===== config.mk =====
export PLATFORM = sky130hd
export DESIGN_NAME = reg_casillas
export DESIGN_NICKNAME = d
export VERILOG_FILES = /design/src/rtl/board_pkg.sv /design/src/rtl/cell_decoder.sv /design/src/rtl/reg_casillas.sv
export SDC_FILE = /design/constraint.sdc
export NUM_CORES = 1
export LEC_CHECK = 0
export BUFFER_PORTS_ARGS = -buffer_cell sky130_fd_sc_hd__clkbuf_2
export CAP_MARGIN = 20
export CORE_MARGIN = 5
export CORE_UTILIZATION = 32
export CTS_CLUSTER_DIAMETER = 120
export DETAILED_ROUTE_END_ITERATION = 10
export SYNTH_ARGS = -nofsm -noshare
export SYNTH_HDL_FRONTEND = slang
export SYNTH_HIERARCHICAL = 1
export SYNTH_SLANG_ARGS = --single-unit

===== constraint.sdc =====
create_clock -name clk -period 3.3 [get_ports clk]
set_clock_uncertainty 0.1 [all_clocks]
set_input_delay 0.66 -clock clk [delete_from_list [all_inputs] [get_ports clk]]
set_output_delay 0.66 -clock clk [all_outputs]
set_load 0.1 [all_outputs]

===== src/rtl/board_pkg.sv =====
// Shared board geometry and helpers for the occupancy register, the input FSM
// and the win checker.
package board_pkg;

  localparam int ROWS  = 6;
  localparam int COLS  = 7;
  localparam int IDX_W = 3;
  localparam int CELLS = ROWS * COLS;
  localparam int CNT_W = $clog2(CELLS + 1);

  typedef logic [CELLS-1:0] board_map_t;

  function automatic int cell_idx(input logic [IDX_W-1:0] fila,
                                  input logic [IDX_W-1:0] columna);
    return int'(fila) * COLS + int'(columna);
  endfunction

endpackage


===== src/rtl/cell_decoder.sv =====
// Maps a (fila, columna) pair to a one-hot write mask over the board plus a
// range flag; an out-of-range pair yields an all-zero mask.
module cell_decoder
  import board_pkg::*;
#(
  parameter int ROWS_P  = ROWS,
  parameter int COLS_P  = COLS,
  parameter int IDX_W_P = IDX_W
) (
  input  logic [IDX_W_P-1:0]       fila,
  input  logic [IDX_W_P-1:0]       columna,
  output logic [ROWS_P*COLS_P-1:0] mask,
  output logic                     in_range
);

  // One extra bit so a dimension equal to 2**IDX_W still compares correctly.
  assign in_range = ({1'b0, fila}    < (IDX_W_P+1)'(ROWS_P)) &&
                    ({1'b0, columna} < (IDX_W_P+1)'(COLS_P));

  generate
    for (genvar gi = 0; gi < ROWS_P*COLS_P; gi++) begin : g_cell
      localparam logic [IDX_W_P-1:0] ROW_I = IDX_W_P'(gi / COLS_P);
      localparam logic [IDX_W_P-1:0] COL_I = IDX_W_P'(gi % COLS_P);
      assign mask[gi] = (fila == ROW_I) && (columna == COL_I);
    end
  endgenerate

endmodule


===== src/rtl/reg_casillas.sv =====
// Board occupancy register: accepts a claim on a free, in-range cell, marks it
// occupied and reports acceptance one cycle later; flags when the board fills.
module reg_casillas
  import board_pkg::*;
#(
  parameter int ROWS_P  = ROWS,
  parameter int COLS_P  = COLS,
  parameter int IDX_W_P = IDX_W
) (
  input  logic                     clk,
  input  logic                     reset,
  input  logic [IDX_W_P-1:0]       fila,
  input  logic [IDX_W_P-1:0]       columna,
  input  logic                     enable,
  output logic                     valid,
  output logic [ROWS_P*COLS_P-1:0] occ_map,
  output logic                     board_full
);

  localparam int N_CELLS = ROWS_P * COLS_P;
  localparam int N_CNT_W = $clog2(N_CELLS + 1);

  logic [N_CELLS-1:0] occ_reg;
  logic [N_CELLS-1:0] wr_mask;
  logic [N_CNT_W-1:0] count_reg;
  logic               valid_reg;
  logic               full_reg;
  logic               in_range;
  logic               accept;

  cell_decoder #(
    .ROWS_P  (ROWS_P),
    .COLS_P  (COLS_P),
    .IDX_W_P (IDX_W_P)
  ) u_decoder (
    .fila     (fila),
    .columna  (columna),
    .mask     (wr_mask),
    .in_range (in_range)
  );

  // A claim succeeds only if the addressed cell is currently free.
  assign accept = enable && in_range && (|(wr_mask & ~occ_reg));

  always_ff @(posedge clk) begin
    if (reset) begin
      occ_reg   <= '0;
      count_reg <= '0;
      valid_reg <= 1'b0;
      full_reg  <= 1'b0;
    end else begin
      valid_reg <= accept;
      if (accept) begin
        occ_reg <= occ_reg | wr_mask;
        if (count_reg != N_CNT_W'(N_CELLS))
          count_reg <= count_reg + N_CNT_W'(1);
        full_reg <= (count_reg == N_CNT_W'(N_CELLS - 1));
      end
    end
  end

  assign valid      = valid_reg;
  assign occ_map    = occ_reg;
  assign board_full = full_reg;

endmodule


# Yosys cells after proc, flatten, opt, wreduce, memory -nomap -nowiden

Index checks and enable logic that the tools add are counted.

Add/subtract/negate cells: 1
Magnitude comparators: 2
Equal/unequal tests: 13
Bitwise logic cells: 3
Reduce and logical (&&, ||, !) cells: 49

Operators with widths:

| kind                                                             | number |
|---|---|
| 1-bit logical AND                                                | 45 |
| 42-bit AND                                                       | 1 |
| 42-bit NOT                                                       | 1 |
| 42-bit OR                                                        | 1 |
| 42-bit OR reduction                                              | 1 |
| 3-bit == test (second input constant)                            | 5 |
| 3-bit by 2-bit == test with 1-bit output (second input constant) | 4 |
| 6-bit by 1-bit adder with 6-bit output (second input constant)   | 1 |
| 3-bit by 1-bit == test with 1-bit output (second input constant) | 2 |
| 6-bit == test (second input constant)                            | 1 |
| 3-bit zero test                                                  | 2 |
| 3-bit < comparator (second input constant)                       | 2 |
| 6-bit != test (second input constant)                            | 1 |
| 2-bit AND reduction                                              | 1 |

Flip-flop bits (word level): 50
Input port bits: 9
Output and inout bits: 44
Word-level logic and storage cells: 72

# Depth between registers and ports, before layout

Depth in word-level cells: 6
Gate-level depth with buffers: 11

# Cells and area by module

The synthesis kept the hierarchy.

Modules (own cells, without submodules):

| module       | instances | cells each | area each (µm²) |
|---|---|---|---|
| reg_casillas | 1         | 239        | 2037.0 |
| cell_decoder | 1         | 66         | 376.6 |

# Worst setup path after synthesis

OpenSTA, ideal clock, no wires.

Path type: input to register
Start: input fila[2]
End: register occ_reg[28], in the netlist occ_map[28]
Library setup time: 68 ps
Data arrival time: 2512 ps
Required time: 3132 ps
Setup slack: 621 ps
Stages on the path: 10
Buffers on the path: 2
Path through: buf_2 -> or4b_4 -> nor2_1 -> inv_1 -> o2111ai_1 -> nor4_2 -> a31oi_2 -> clkbuf_1 -> a21oi_1 -> nor2_1

Cells in the longest elaborated chain, start to end: 5
Elaborated cells on any way between the ends: 55

Ends and longest elaborated chain:

| item                                     | line               | source |
|---|---|---|
| start, declared                          | reg_casillas.sv:12 | `input logic [IDX_W_P-1:0] fila,` |
| 3-bit by 2-bit == test with 1-bit output | cell_decoder.sv:24 | `assign mask[gi] = (fila == ROW_I) && (columna == COL_I);` |
| 1-bit logical AND                        | cell_decoder.sv:24 |  |
| via wr_mask[23]                          | reg_casillas.sv:24 | `logic [N_CELLS-1:0] wr_mask;` |
| 42-bit AND                               | reg_casillas.sv:43 | `assign accept = enable && in_range && (\|(wr_mask & ~occ_reg));` |
| 42-bit OR reduction                      | reg_casillas.sv:43 |  |
| 1-bit logical AND                        | reg_casillas.sv:43 |  |
| end signal, assigned                     | reg_casillas.sv:54 | `occ_reg <= occ_reg \| wr_mask;` |
| end, declared                            | reg_casillas.sv:23 | `logic [N_CELLS-1:0] occ_reg;` |

The timed path passes the listed nets, and every way through them passes these cells.
A chain may end at the register's enable or synchronous reset.

# Worst setup path in the final report

Start: input columna[1]
End: register count_reg[2]

Cells in the longest elaborated chain, start to end: 6
Elaborated cells on any way between the ends: 56

Ends and longest elaborated chain:

| item                                     | line               | source |
|---|---|---|
| start, declared                          | reg_casillas.sv:13 | `input logic [IDX_W_P-1:0] columna,` |
| 3-bit by 2-bit == test with 1-bit output | cell_decoder.sv:24 |  |
| 1-bit logical AND                        | cell_decoder.sv:24 |  |
| via wr_mask[16]                          | reg_casillas.sv:24 |  |
| 42-bit AND                               | reg_casillas.sv:43 |  |
| 42-bit OR reduction                      | reg_casillas.sv:43 |  |
| 1-bit logical AND                        | reg_casillas.sv:43 |  |
| 2-bit AND reduction (no source line)     | --                 |  |
| end signal, assigned                     | reg_casillas.sv:56 | `count_reg <= count_reg + N_CNT_W'(1);` |
| end, declared                            | reg_casillas.sv:25 | `logic [N_CNT_W-1:0] count_reg;` |

The timed path passes the listed nets, and every way through them passes these cells.

==> flow_summary.toml <==
[sta]
final-hold-violation-count = 0
final.period_utilization_pct = 83.48
setup_tns_ps = 0
rsz0062_at_grt = "false"
max-slew-margin-rel_pct = 63.46
tightestPinTransition_ps = 550.4
setup_viol = 0
maxSlewViolCount = 0
setup_ws_ps = 545.0
period_minus_slack_ps = 2755
max_freq_mhz = 363.0

[floorplan]
core_area_mm2 = 0.007292
die-area_mm2 = 0.009379
die_h_um = 96.85
core.rowCount = 31
ios = 53
die_w_um = 96.85
start_util_pct = 33.10

[status]
outcome = "completed"

[worst_setup_path]
cp.required_ps = 3400
ff2ff_setup_slack_ps = 1150
crit_type = "in -> reg"
cp-start-kind = "input pin"
cp-end-kind = "flip-flop"
reg2reg_depth = 7
r2r_start = "occ_map[8]"
timing.rr.end = "count_reg[2]"
arrival_ps = 2860
cp_max_fo = 15

[drt]
drc_errors = 0
wl_per_cell_um = 14.29
drt_pre_antenna_iters = 4
routed_wl_mm = 6.489
vias = 2240
ant_nets = 0
drtIter0Drc = 111
vias_per_cell = 4.934

[global_routing]
grt-ovfl-total = 0
gr-usage-all-layers_pct = 13.96
grt_pass1_vias = 2208
grt_max_degree = 56
antenna_found_initial = 0
grt_pass1_wl_mm = 10.91

[power_and_ir_drop]
p_leak_nw = 1.105
power.density_mw_per_mm2 = 389.1
ir_drop_v = 0.0001478

[layout]
drive_above_1_share_pct = 21.69
syn_to_final_growth_pct = 18.20
nets = 366
final.fill_count = 814
final_cell_mix = "nor2_1, clkbuf_2, dfxtp_1"
multi_input_area_mm2 = 0.001256
layout_commonest_cell = "nor2_1"
diodes = 0
regArea_mm2 = 0.001001
largest_register_ffs = 42

[synthesis]
synth-simple-area-share_pct = 33.70
syn_nets = 317
synth_top_family_by_area = "simple AND/OR/NAND/NOR gates"
yosysUniqueCellTypes = 33
yosysWarningCount = 6
seq_area_frac_synth_pct = 41.47
synth_compound_area_share_pct = 14.57
synth_xor_area_share_pct = 0
ys_ff_latch = 50
synth_area_mm2 = 0.002414
synth-adder-area-share_pct = 1.555
synthCells = 305
syn_avg_cell_area_um2 = 7.913
synth.area.mux_share_pct = 1.866

[min_path]
worstHoldEndpoint = "board_full"
hold_depth = 2
hold_start = "board_full"
min_path_type = "reg -> reg"

[clock_tree]
clk_pin_slew_worst_paths_ps = 100
cts_tree = "built"
clock_path_buffers = 2
cts.sinks = 50
cts.repair.resized = 0
numCtsBuffers = 5
clk-insertion-delay-late_ps = 310
postCtsHoldBufs = 0
clockRootBuffer = "clkbuf_8"
cts_max_level = 2
cts_setup_buffers = 0

[job]
cap_violations = 0

[placement]
io_buffers = 52
gp_congestion = 0.8448
dpl_worst_slack_ps = 227.0
dp_hpwl_mm = 4.925
Yosys cell counts:
master,instances,area (um2)
a21oi_1,44,220.2
nand2_1,5,18.77
nand3_1,3,15.01
nor4bb_1,1,10.01
o2111ai_1,9,78.83
clkbuf_1,8,30.03
or4b_4,4,55.05
nor2b_1,5,31.28
dfxtp_1,50,1001
nand4_1,2,12.51
mux2_2,2,22.52
nand4bb_1,5,56.30
and2_1,1,6.260
nand2b_1,33,206.5
or2_2,1,6.260
nand4b_1,1,8.760
a31oi_2,1,12.51
nor3_2,1,10.01
nor3_1,3,15.01
o21ai_0,1,5.000
inv_1,17,63.81
buf_6,5,56.30
o22ai_1,3,18.77
mux2_1,2,22.52
a211oi_1,1,7.510
a32oi_1,1,8.760
nor4_1,2,12.51
and3_1,1,6.260
ha_1,3,37.54
buf_2,3,15.01
or4_4,1,11.26
nor4_2,1,12.51
nor2_1,85,319.1
power by group:
part           internal (W)  switching (W)  total, W
logic             0.0000384      0.0000930  0.000131
registers          0.000608     0.00000544  0.000614
clock network      0.000149       0.000215  0.000365
final cells by class:
cell class | count | area share [%]
Clock buffer | 5 | 2.412
Clock inverter | 3 | 0.7456
Inverter | 17 | 2.237
Multi-Input combinational cell | 222 | 44.03
Sequential cell | 50 | 35.09
Tap cell | 99 | 4.342
Timing Repair Buffer | 58 | 11.14
metal layers:
| metal | vias up | track usage, % | share of wire, % |
|---|---|---|---|
| met3 | 6 | 3.094 | 4.3 |
| met5 | - | 0 | 0 |
| li1 | 1123 | - | - |
| met1 | 1050 | 18.63 | 48 |
| met4 | 0 | 4.104 | 0.97 |
| met2 | 61 | 22.51 | 47 |
critical path: stages:
cell and delay [ps]:
clkbuf_2 250, or4b_4 540, nor2_1 160, inv_1 60
o22ai_1 130, nor4_1 80, buf_4 150, a31oi_4 240
buf_4 220, nand3_1 90, mux2_2 270
how the worst max path moves through the flow:
| stage | startpoint | endpoint | slack (ps) | cells past startpoint |
|---|---|---|---|---|
| floorplan | fila[2] | occ_map[28] | 620 | 10 |
| global placement | columna[1] | count_reg[2] | 240 | 10 |
| detailed placement | columna[1] | count_reg[2] | 230 | 10 |
| CTS | columna[1] | count_reg[2] | 550 | 10 |
| global route | columna[1] | count_reg[2] | 360 | 10 |
| finish | columna[1] | count_reg[2] | 550 | 11 |
logic make-up (layout without fill, tap and decap cells):
logic type	Yosys count	after routing
DFF	50	50
muxes	4	4
adders and majority gates	3	3
and+or+nand+nor	155	155
AOI/OAI and AO/OA	60	60
buffers and inverters	33	83
stage by stage:
step / total power [W] / util [%] / cells / area, um2 / hold slack (ps)
after floorplan: 0.0007277 / - / 305 / 2414 / 403.4
after global placement: 0.0007548 / 37.61 / 445 / 2743 / 362.8
after detailed placement: 0.0007560 / 37.61 / 445 / 2743 / 369.0
after CTS: 0.001115 / 38.85 / 453 / 2833 / 384.9
after global routing: 0.001161 / 39.12 / 454 / 2853 / 423.9
final: 0.001110 / 39.12 / 454 / 2853 / 381.5
Power figures use the tool's default switching activity.
